**src/rtl/wb_slave_responder_if.sv**
```systemverilog
// Wishbone classic-cycle handshake between one master and the responder.
interface wb_slave_responder_if;
   logic        CYC;
   logic        STB;
   logic [31:0] ADR;
   logic        ACK;

   modport master (output CYC, output STB, output ADR, input ACK);
   modport slave  (input CYC, input STB, input ADR, output ACK);
endinterface

```
**src/rtl/wb_slave_responder.sv**
```systemverilog
// Wishbone classic slave: address-window decode, programmable wait states,
// single-cycle registered ACK, transfer counter and sticky abort flag.
module wb_slave_responder #(
   parameter int unsigned WAIT_STATES = 1,
   parameter logic [31:0] BASE_ADR    = 32'h0000_0000,
   parameter logic [31:0] ADR_MASK    = 32'hFFFF_0000,
   parameter int          CNT_W       = 16
) (
   input  logic                 CLK,
   input  logic                 RST,
   wb_slave_responder_if.slave  wb,
   output logic                 busy,
   output logic [31:0]          last_adr,
   output logic [CNT_W-1:0]     xfer_count,
   output logic                 abort_flag,
   input  logic                 clr_flags
);

   localparam logic [3:0] WS = WAIT_STATES[3:0];

   typedef enum logic [1:0] {IDLE, WAIT, RESP} state_t;

   state_t     state, state_n;
   logic [3:0] cnt, cnt_n;
   logic       ack_q, busy_q;
   logic       req, hit;
   logic       accept, done, abort;

   assign req = wb.CYC & wb.STB;
   assign hit = ((wb.ADR & ADR_MASK) == BASE_ADR);

   always_comb begin
      state_n = state;
      cnt_n   = cnt;
      accept  = 1'b0;
      done    = 1'b0;
      abort   = 1'b0;
      case (state)
         IDLE: begin
            if (req && hit) begin
               accept = 1'b1;
               if (WS == 4'd0) begin
                  state_n = RESP;
               end else begin
                  state_n = WAIT;
                  cnt_n   = WS;
               end
            end
         end
         WAIT: begin
            // Master withdrawing before ACK is an abort; ADR is not re-decoded here.
            if (!req) begin
               abort   = 1'b1;
               state_n = IDLE;
            end else if (cnt <= 4'd1) begin
               state_n = RESP;
            end else begin
               cnt_n = cnt - 4'd1;
            end
         end
         RESP: begin
            // Always return to IDLE so a held request re-arbitrates one cycle later.
            done    = 1'b1;
            state_n = IDLE;
         end
         default: state_n = IDLE;
      endcase
   end

   always_ff @(posedge CLK or negedge RST) begin
      if (!RST) begin
         state      <= IDLE;
         cnt        <= 4'd0;
         ack_q      <= 1'b0;
         busy_q     <= 1'b0;
         last_adr   <= 32'h0;
         xfer_count <= '0;
         abort_flag <= 1'b0;
      end else begin
         state  <= state_n;
         cnt    <= cnt_n;
         ack_q  <= (state_n == RESP);
         busy_q <= (state_n != IDLE);
         if (accept)
            last_adr <= wb.ADR;
         // Clear has priority over a same-cycle increment or abort.
         if (clr_flags) begin
            xfer_count <= '0;
            abort_flag <= 1'b0;
         end else begin
            if (done)
               xfer_count <= xfer_count + CNT_W'(1);
            if (abort)
               abort_flag <= 1'b1;
         end
      end
   end

   assign wb.ACK = ack_q;
   assign busy   = busy_q;

endmodule

```
**src/flat_wrapper.sv**
```systemverilog
// flat-port wrapper written by rule: the top's interface ports become plain ports
module wb_slave_responder_flat 
#(
   parameter int unsigned WAIT_STATES = 1,
   parameter logic [31:0] BASE_ADR    = 32'h0000_0000,
   parameter logic [31:0] ADR_MASK    = 32'hFFFF_0000,
   parameter int          CNT_W       = 16
)
  (CLK, RST, busy, last_adr, xfer_count, abort_flag, clr_flags, wb_CYC, wb_STB, wb_ADR, wb_ACK);
  wb_slave_responder_if wb_i ();
  input  logic CLK;
  input  logic RST;
  output logic busy;
  output logic [31:0] last_adr;
  output logic [CNT_W-1:0] xfer_count;
  output logic abort_flag;
  input  logic clr_flags;
  input wire logic [$bits(wb_i.CYC)-1:0] wb_CYC;
  input wire logic [$bits(wb_i.STB)-1:0] wb_STB;
  input wire logic [$bits(wb_i.ADR)-1:0] wb_ADR;
  output wire logic [$bits(wb_i.ACK)-1:0] wb_ACK;
  assign wb_i.CYC = wb_CYC;
  assign wb_i.STB = wb_STB;
  assign wb_i.ADR = wb_ADR;
  assign wb_ACK = wb_i.ACK;
  wb_slave_responder #(.WAIT_STATES(WAIT_STATES), .BASE_ADR(BASE_ADR), .ADR_MASK(ADR_MASK), .CNT_W(CNT_W)) u_core (.CLK(CLK), .RST(RST), .wb(wb_i), .busy(busy), .last_adr(last_adr), .xfer_count(xfer_count), .abort_flag(abort_flag), .clr_flags(clr_flags));
endmodule
```
**config.mk**
```make
export PLATFORM = sky130hd
export DESIGN_NAME = wb_slave_responder_flat
export DESIGN_NICKNAME = d
export VERILOG_FILES = /design/src/rtl/wb_slave_responder_if.sv /design/src/rtl/wb_slave_responder.sv /design/src/flat_wrapper.sv
export SDC_FILE = /design/constraint.sdc
export NUM_CORES = 1
export LEC_CHECK = 0
export ABC_AREA = 1
export BUFFER_PORTS_ARGS = -buffer_cell sky130_fd_sc_hd__buf_2
export CORE_MARGIN = 1
export CORE_UTILIZATION = 45
export CTS_CLUSTER_SIZE = 28
export DETAILED_ROUTE_END_ITERATION = 6
export PLACE_DENSITY = 0.81
export SYNTH_ARGS = -nofsm -noshare
export SYNTH_HDL_FRONTEND = slang
export SYNTH_SLANG_ARGS = --single-unit
```
**constraint.sdc**
```tcl
create_clock -name CLK -period 1.25 [get_ports CLK]
set_clock_uncertainty 0.05 [all_clocks]
set_input_delay 0.0625 -clock CLK [delete_from_list [all_inputs] [get_ports CLK]]
set_output_delay 0.0625 -clock CLK [all_outputs]
set_load 0.01 [all_outputs]
```
Word-level counts from Yosys, hierarchy flattened
Cells that the tools add are included.
W data, S select, Z words.
{"block": "word_totals", "ff_bits": 57, "in_bits": 37, "wordCells": 42}
{"block": "op_classes", "addsub": 2, "magnitude_cmp": 1, "eq_ne": 6, "n_mux": 17, "bitwise_logic": 1, "reduce_logical": 8}
{"operator": "$logic_not A32 Y1", "n": 1}
{"operator": "$mux W16", "n": 2}
{"operator": "$add A16 B1 Y16 const B", "n": 1}
{"operator": "$mux W4", "n": 3}
{"operator": "$pmux W4 S2", "n": 1}
{"operator": "$reduce_bool A2 Y1", "n": 4}
{"operator": "$mux W1", "n": 7}
{"operator": "$mux W2", "n": 3}
{"operator": "$eq A2 B2 Y1 const B", "n": 2}
{"operator": "$le A4 B1 Y1 const B", "n": 1}
{"operator": "$ne A2 B1 Y1 const B", "n": 2}
{"operator": "$pmux W2 S2", "n": 1}
{"operator": "$reduce_and A4 Y1", "n": 1}
{"operator": "$sub A4 B1 Y4 const B", "n": 1}
{"operator": "$eq A2 B1 Y1 const B", "n": 1}
{"operator": "$logic_not A2 Y1", "n": 1}
{"operator": "$ne A2 B2 Y1 const B", "n": 1}
{"operator": "$and A1 B1 Y1", "n": 1}
{"operator": "$logic_and A1 B1 Y1", "n": 1}

Logic depth before layout (Yosys ltp)
Gate-level depths: netlist of the first run.
{"block": "depth", "depth_word": 5, "depth_mapped": 9, "depth_no_buf": 8}

Worst setup path before layout of the first run
No wires, ideal clock.
{"block": "synth_timing", "kind": "register to register", "from": "register u_core.xfer_count[0]", "to": "register u_core.xfer_count[14]", "setup_time_ns": 0.119, "arrival_ns": 1.208, "slack_ns": -0.127, "path_stages_with_launch": 9, "n_path_buf": 0, "cell_sequence": "dfrtp_1 > ha_1 > inv_1 > nor2_1 > nand2_1 > nor2_1 > nand3_1 > nand2_1 > nor2_1"}
{"block": "synth_via", "elab_chain_cells": 3}
{"item": "start: declaration", "line": "wb_slave_responder.sv:14", "source": "output logic [CNT_W-1:0] xfer_count,"}
{"item": "start signal: assignment", "line": "wb_slave_responder.sv:92", "source": "xfer_count <= xfer_count + CNT_W'(1);"}
{"item": "$add A16 B1 Y16", "line": "wb_slave_responder.sv:92"}
{"item": "$mux W16", "line": "wb_slave_responder.sv:91", "source": "if (done)"}
{"item": "$mux W16", "line": "wb_slave_responder.sv:87", "source": "if (clr_flags) begin"}
No other way between the ends. The select of a mux whose other input is x is not followed.
A chain may end at the register's enable or synchronous reset.

Final worst setup path of the first run
{"block": "layout_timing", "from": "register u_core.xfer_count[1]", "to": "register u_core.xfer_count[14]"}
Same word-level chain as after synthesis.

==> out/metrics.yaml, run 1 <==
setup_path:
  slowest_delay_ps: 430
  endpoint_kind: "flop"
  crit_top_cell: "nor2_4"
  worstPathArrival_ps: 1520
  cpMaxStageDelayCell: "dfrtp_1"
  startpoint_type: "flop"
  cp_max_fo: 4
  path_cells: "ha_4, inv_4, nor2_4, nand2_2, nor2_4, nand3_1, nand2_1, nor2_1"
  crit_family: "simple AND/OR/NAND/NOR gates"
  cp.required_ps: 1430
  crit_type: "flop to flop"
  critical_path_buf_inv_count: 1
job:
  cap_violations: 0
layout:
  final_area_um2: 3859
  area_growth_pct: 51.70
  drive_gt1_frac: 0.3848
  finalNonFillerCells: 532
  nets: 495
  antenna_cells: 0
detailed_routing:
  drcViolationCount: 0
  via_per_inst: 4.765
  vias: 2535
  ant_nets: 0
  wire_per_inst_um: 12.84
  dr.pass1.iters: 4
  drt_iter0_drc: 97
  routed_wl_um: 6832
global_routing:
  grtUsageTotal: 0.2326
  grtUsageMet3: 0.06310
  grtUsageMet1: 0.2467
  grt-busiest-layer: "met2"
  gr-total-overflow: 0
  grt_pass1_vias: 2443
  grt_pass1_wl_um: 10650
  globalRouteMet2Util: 0.4133
  grt_max_degree: 58
  antenna_found_initial: 0
synth:
  yosysWarnings: 0
  yosys_register_bits: 57
  synth_compound_area_frac: 0.06198
  yosys.area.top_type_share: 0.5607
  synth_top_family_by_area: "simple AND/OR/NAND/NOR gates"
  synthMuxAreaShare: 0
  ys_types: 23
  synth.avg_cell_area_um2: 8.127
  synth.net_count: 353
  synth.area.top_cells: "dfrtp_1 56%, nand2_1 13%, inv_1 8.0%, nor2_1 6.6%, o21ai_1 3.3%"
  yosys.area_share.simple: 0.2543
  synthesis.instances: 313
  synth_xor_area_frac: 0.006886
  netlist_area_um2: 2544
  yosys.area.top_type: "dfrtp_1"
  ys_seq_area_frac: 0.5607
  synth-adder-area-share: 0.01476
timing:
  slew_viol_final: 0
  rsz0062_at_grt: "yes"
  maxSlewHeadroom: 0.7881
  clock.fmax_ghz: 0.7460
  period_needed_ps: 1340
  layout_setup_ws_ps: -90.47
  worstMarginPinSlew_ps: 317.5
  hold_ws_ps: 51.15
  hold_viol: 0
  setup_viol: 45
  fin_crit_sh: 1.072
clocking:
  clkTransAtPathRegs_ps: 70
  tritoncts: "done"
  cts.path.max_buffers: 2
  cts.sinks: 57
  root_buffer: "clkbuf_8"
  cts-buffers-inserted: 9
  insertion_delay_ps: 330
  htreeDepth: 3
floorplan:
  start_util: 0.4648
  die_w_um: 77.19
  ios: 88
  die-area_um2: 5958
  die_h_um: 77.19
  core-area_um2: 5473
  rows: 27
run_status:
  status: "complete, but fails checks"
  violations: "setup timing"
placement:
  place_congestion: 0.8503
  portBuffers: 87
  dp_cells: 489
  dp.final_hpwl_um: 3928
  place_area_um2: 3252
  dp_worst_setup_slack_ps: -106.2
power_and_ir_drop:
  p_leak_nw: 2.277
  pwr_density_cell_nw_per_um2: 955.6
  total_power_mw: 3.687
  ir_drop_v: 0.0006648
worst_hold_path:
  hp-class: "input port to flop"
-- area by class of cell --
type                            count  area (um2)
Clock buffer                       11       131.4
Clock inverter                      5       56.30
Fill cell                         425        1614
Inverter                           55       209.0
Multi-Input combinational cell    195        1016
Sequential cell                    57        1428
Tap cell                           72       90.09
Timing Repair Buffer              137       928.4
-- layer usage --
| metal | vias up | routed length [um] |
|---|---|---|
| met3 | 20 | 369 |
| met2 | 77 | 3633 |
| met5 | - | 0 |
| met4 | 0 | 209 |
| li1 | 1234 | - |
| met1 | 1204 | 2619 |
-- cells in the mapped netlist, drive strengths merged --
library cell	instances
o21bai	1
nor3	5
nand3b	2
xor2	2
or2	2
ha	3
nand3	14
nand2	89
clkbuf	1
dfrtp	57
nor2	46
inv	55
buf	5
o21ai	21
a21oi	9
nand4	1
-- tightest hold or removal path, cell delays in order --
cell and delay, ps:
buf_2 100, nand2_2 60, buf_4 120, nor3_1 40
-- report_power, final --
part           total, mW  leakage (nW)  switching, mW  internal, mW
Sequential          1.84         0.795      0.0000694          1.84
Clock               1.65        0.0933          0.732         0.917
Combinational      0.193          1.39         0.0929         0.100
Total               3.69          2.28          0.825          2.86
-- registers in the layout (all words and copies together) (netlist names) --
register,flops
u_core.xfer_count,16
u_core.last_adr,32
u_core.cnt,4
u_core.wb.ACK,1
u_core.state,2
u_core.busy,1
u_core.abort_flag,1
-- cells in the final DEF, fill, tap and decap left out, types with 8 or more instances in the layout --
| cell type | count |
|---|---|
| a21oi_1 | 8 |
| buf_2 | 85 |
| buf_4 | 23 |
| buf_6 | 8 |
| clkbuf_8 | 9 |
| dfrtp_1 | 56 |
| dlygate4sd3_1 | 18 |
| inv_1 | 47 |
| nand2_1 | 75 |
| nand2_2 | 10 |
| nand3_1 | 10 |
| nor2_1 | 37 |
| o21ai_1 | 17 |
-- timing repair --
item,4_1_cts,5_1_grt
hold endpoints to repair,76,0
hold buffers,18,0
pin swaps,3,13
gates resized for setup,11,40
buffers inserted,2,8
endpoints found under the setup margin,42,52
-- final timing paths --
| path | cells past startpoint | end | slack (ps) | from |
|---|---|---|---|---|
| min | 4 | u_core.wb.ACK | 50 | wb_STB |
| min reg2reg | 2 | u_core.last_adr[19] | 410 | u_core.last_adr[19] |
| max in group asynchronous | 3 | u_core.last_adr[17] | 680 | RST |
| min in group asynchronous | 3 | u_core.xfer_count[0] | 210 | RST |
| max | 8 | u_core.xfer_count[14] | -90 | u_core.xfer_count[1] |
| max reg2reg | 8 | u_core.xfer_count[14] | -90 | u_core.xfer_count[1] |
-- kinds of logic after synthesis --
family / count (synthesis)
adder cells (fa/ha/maj): 3
AO/OA/AOI/OAI: 31
AND/OR/NAND/NOR: 159
XOR/XNOR: 2
flip-flops: 57
buffers and inverters: 61
-- through the flow --
stage / setup TNS, ps / utilization
floorplan: -317.6 / -
global placement: -239.8 / 0.5942
detailed placement: -918.5 / 0.5942
CTS: -922.5 / 0.6722
global route: -6120 / 0.7051
finish: -1719 / 0.7051
No activity file was read; power rests on OpenSTA's default activity.
==> run 2: changes to the inputs <==
PLACE_DENSITY = 0.87   (was 0.81)
==> out/metrics.yaml, run 2 (synthesis gave the netlist of run 1 again) <==
job:
  cap_violations: 0
layout:
  layout_commonest_cell: "buf_2"
  largest_reg_flops: 32
  nets: 496
  mostFrequentLayoutCells: "87 x buf_2, 78 x nand2_1, 55 x dfrtp_1, 51 x inv_1, 37 x nor2_1"
  final_util: 0.7053
  area_growth_pct: 51.75
  antenna_cells: 0
  largest_register: "u_core.last_adr"
  reg.largest.list: "u_core.last_adr (32), u_core.xfer_count (16), u_core.cnt (4)"
  drive_gt1_frac: 0.3731
timing:
  setup_tns_ps: -2094
  rsz0062_at_grt: "yes"
  layout_setup_ws_ps: -114.3
  hold_viol: 0
  setup_viol: 49
  clock.fmax_ghz: 0.7330
  period_needed_ps: 1364
  worstMarginPinSlew_ps: 327.1
  slew_viol_final: 0
  maxSlewHeadroom: 0.7820
  fin_crit_sh: 1.091
setup_path:
  cp.required_ps: 1430
  slowest_delay_ps: 430
  endpoint_kind: "flop"
  crit_type: "flop to flop"
  worstPathArrival_ps: 1550
  cpMaxStageDelayCell: "dfrtp_1"
  crit_family: "flip-flops"
  r2r_end: "u_core.xfer_count[4]"
  startpoint_type: "flop"
  rrSetupSlack_ps: -110
  cp_max_fo: 3
  worst-r2r-cell-count: 7
  rr_startpoint: "u_core.xfer_count[1]"
  path_cells: "ha_4, inv_6, nor3_4, buf_4, buf_6, a21oi_2, nor3_1"
  critical_path_buf_inv_count: 3
clocking:
  insertion_delay_ps: 320
  clkTransAtPathRegs_ps: 70
  cts.sinks: 57
  tritoncts: "done"
  root_buffer: "clkbuf_8"
  cts.path.max_buffers: 2
  cts-buffers-inserted: 9
  htreeDepth: 3
global_routing:
  grt_pass1_vias: 2537
  grt_pass1_wl_um: 10910
  antenna_found_initial: 0
  grt_max_degree: 47
  gr-total-overflow: 0
  grtUsageTotal: 0.2372
detailed_routing:
  drcViolationCount: 0
  via_per_inst: 4.756
  ant_nets: 0
  vias: 2535
  drt_iter0_drc: 101
  wire_per_inst_um: 12.74
  routed_wl_um: 6793
  dr.pass1.iters: 5
floorplan:
  die_h_um: 77.19
  die-area_um2: 5958
  rows: 27
  die_w_um: 77.19
  start_util: 0.4648
  ios: 88
  core-area_um2: 5473
power_and_ir_drop:
  p_leak_nw: 2.271
  power.switching_mw: 0.7876
  swShare: 0.2094
  cellInternalPower_mw: 2.974
  total_power_mw: 3.762
  seqPwrFrac: 0.490
  ir_drop_v: 0.0006374
  pwr_density_cell_nw_per_um2: 974.6
  power.share.clock: 0.457
  pwr-share-comb: 0.052
worst_hold_path:
  whs_path_depth: 4
  hp-class: "input port to flop"
  min-delay-start: "wb_STB"
  holdPathEnd: "u_core.abort_flag"
placement:
  portBuffers: 87
  place_congestion: 0.8409
  dp.final_hpwl_um: 4286
run_status:
  violations: "setup timing"
  status: "complete, but fails checks"
[run 2: layout make-up]
type	instances	area, um2
clock buffer	12	155.1
inverter	55	211.5
tap	72	90.09
fill	423	1613
clock inverter	4	51.30
timing repair buffer	138	909.6
sequential	57	1429
multi-input combinational	195	1013
[run 2: power by group through the flow]
stage | clock network (mW) | logic, mW | registers, mW
6_report | 1.72 | 0.196 | 1.84
5_1_grt | 1.91 | 0.218 | 1.84
4_1_cts | 1.78 | 0.191 | 1.84
3_5_place_dp | 0 | 0.146 | 1.88
3_3_place_gp | 0 | 0.140 | 1.88
2_1_floorplan | 0 | 0.0371 | 1.88
[run 2: what timing repair did]
| item | CTS | global route |
|---|---|---|
| hold endpoints to repair | 78 | 0 |
| resized for setup | 17 | 26 |
| pin swaps | 10 | 19 |
| hold buffers | 19 | 0 |
| buffers inserted | 2 | 6 |
| setup endpoints to repair | 49 | 51 |
[run 2: per-layer routing]
| layer | GRT usage | wire length [um] | up-vias |
|---|---|---|---|
| li1 | - | - | 1236 |
| met1 | 0.2746 | 2713 | 1173 |
| met2 | 0.4097 | 3525 | 115 |
| met3 | 0.07143 | 457 | 11 |
| met4 | 0.09057 | 97 | 0 |
| met5 | 0 | 0 | - |
[run 2: metrics by stage]
stage          hold slack (ps)  setup WS, ps  instance area, um2  std cells
6_report                 69.51        -114.3                3860        533
5_1_grt                  78.97        -213.9                3860        533
4_1_cts                  42.91        -92.46                3717        527
3_5_place_dp            -68.28        -115.4                3247        490
3_3_place_gp            -80.52        -78.15                3247        490
2_1_floorplan           -283.1        -47.64                2567        313
[run 2: worst max path at each step]
stage	cells after the start	from	to
2_1_floorplan	8	u_core.xfer_count[0]	u_core.xfer_count[14]
3_3_place_gp	8	u_core.state[1]	u_core.xfer_count[13]
3_5_place_dp	8	u_core.xfer_count[0]	u_core.xfer_count[14]
4_1_cts	6	u_core.cnt[0]	u_core.busy
5_1_grt	6	u_core.xfer_count[0]	u_core.xfer_count[8]
6_report	7	u_core.xfer_count[1]	u_core.xfer_count[4]
[run 2: tightest hold or removal path, stage by stage]
cell,delay (ps)
buf_2,100
nand2_2,90
a21oi_1,70
nor2_1,70
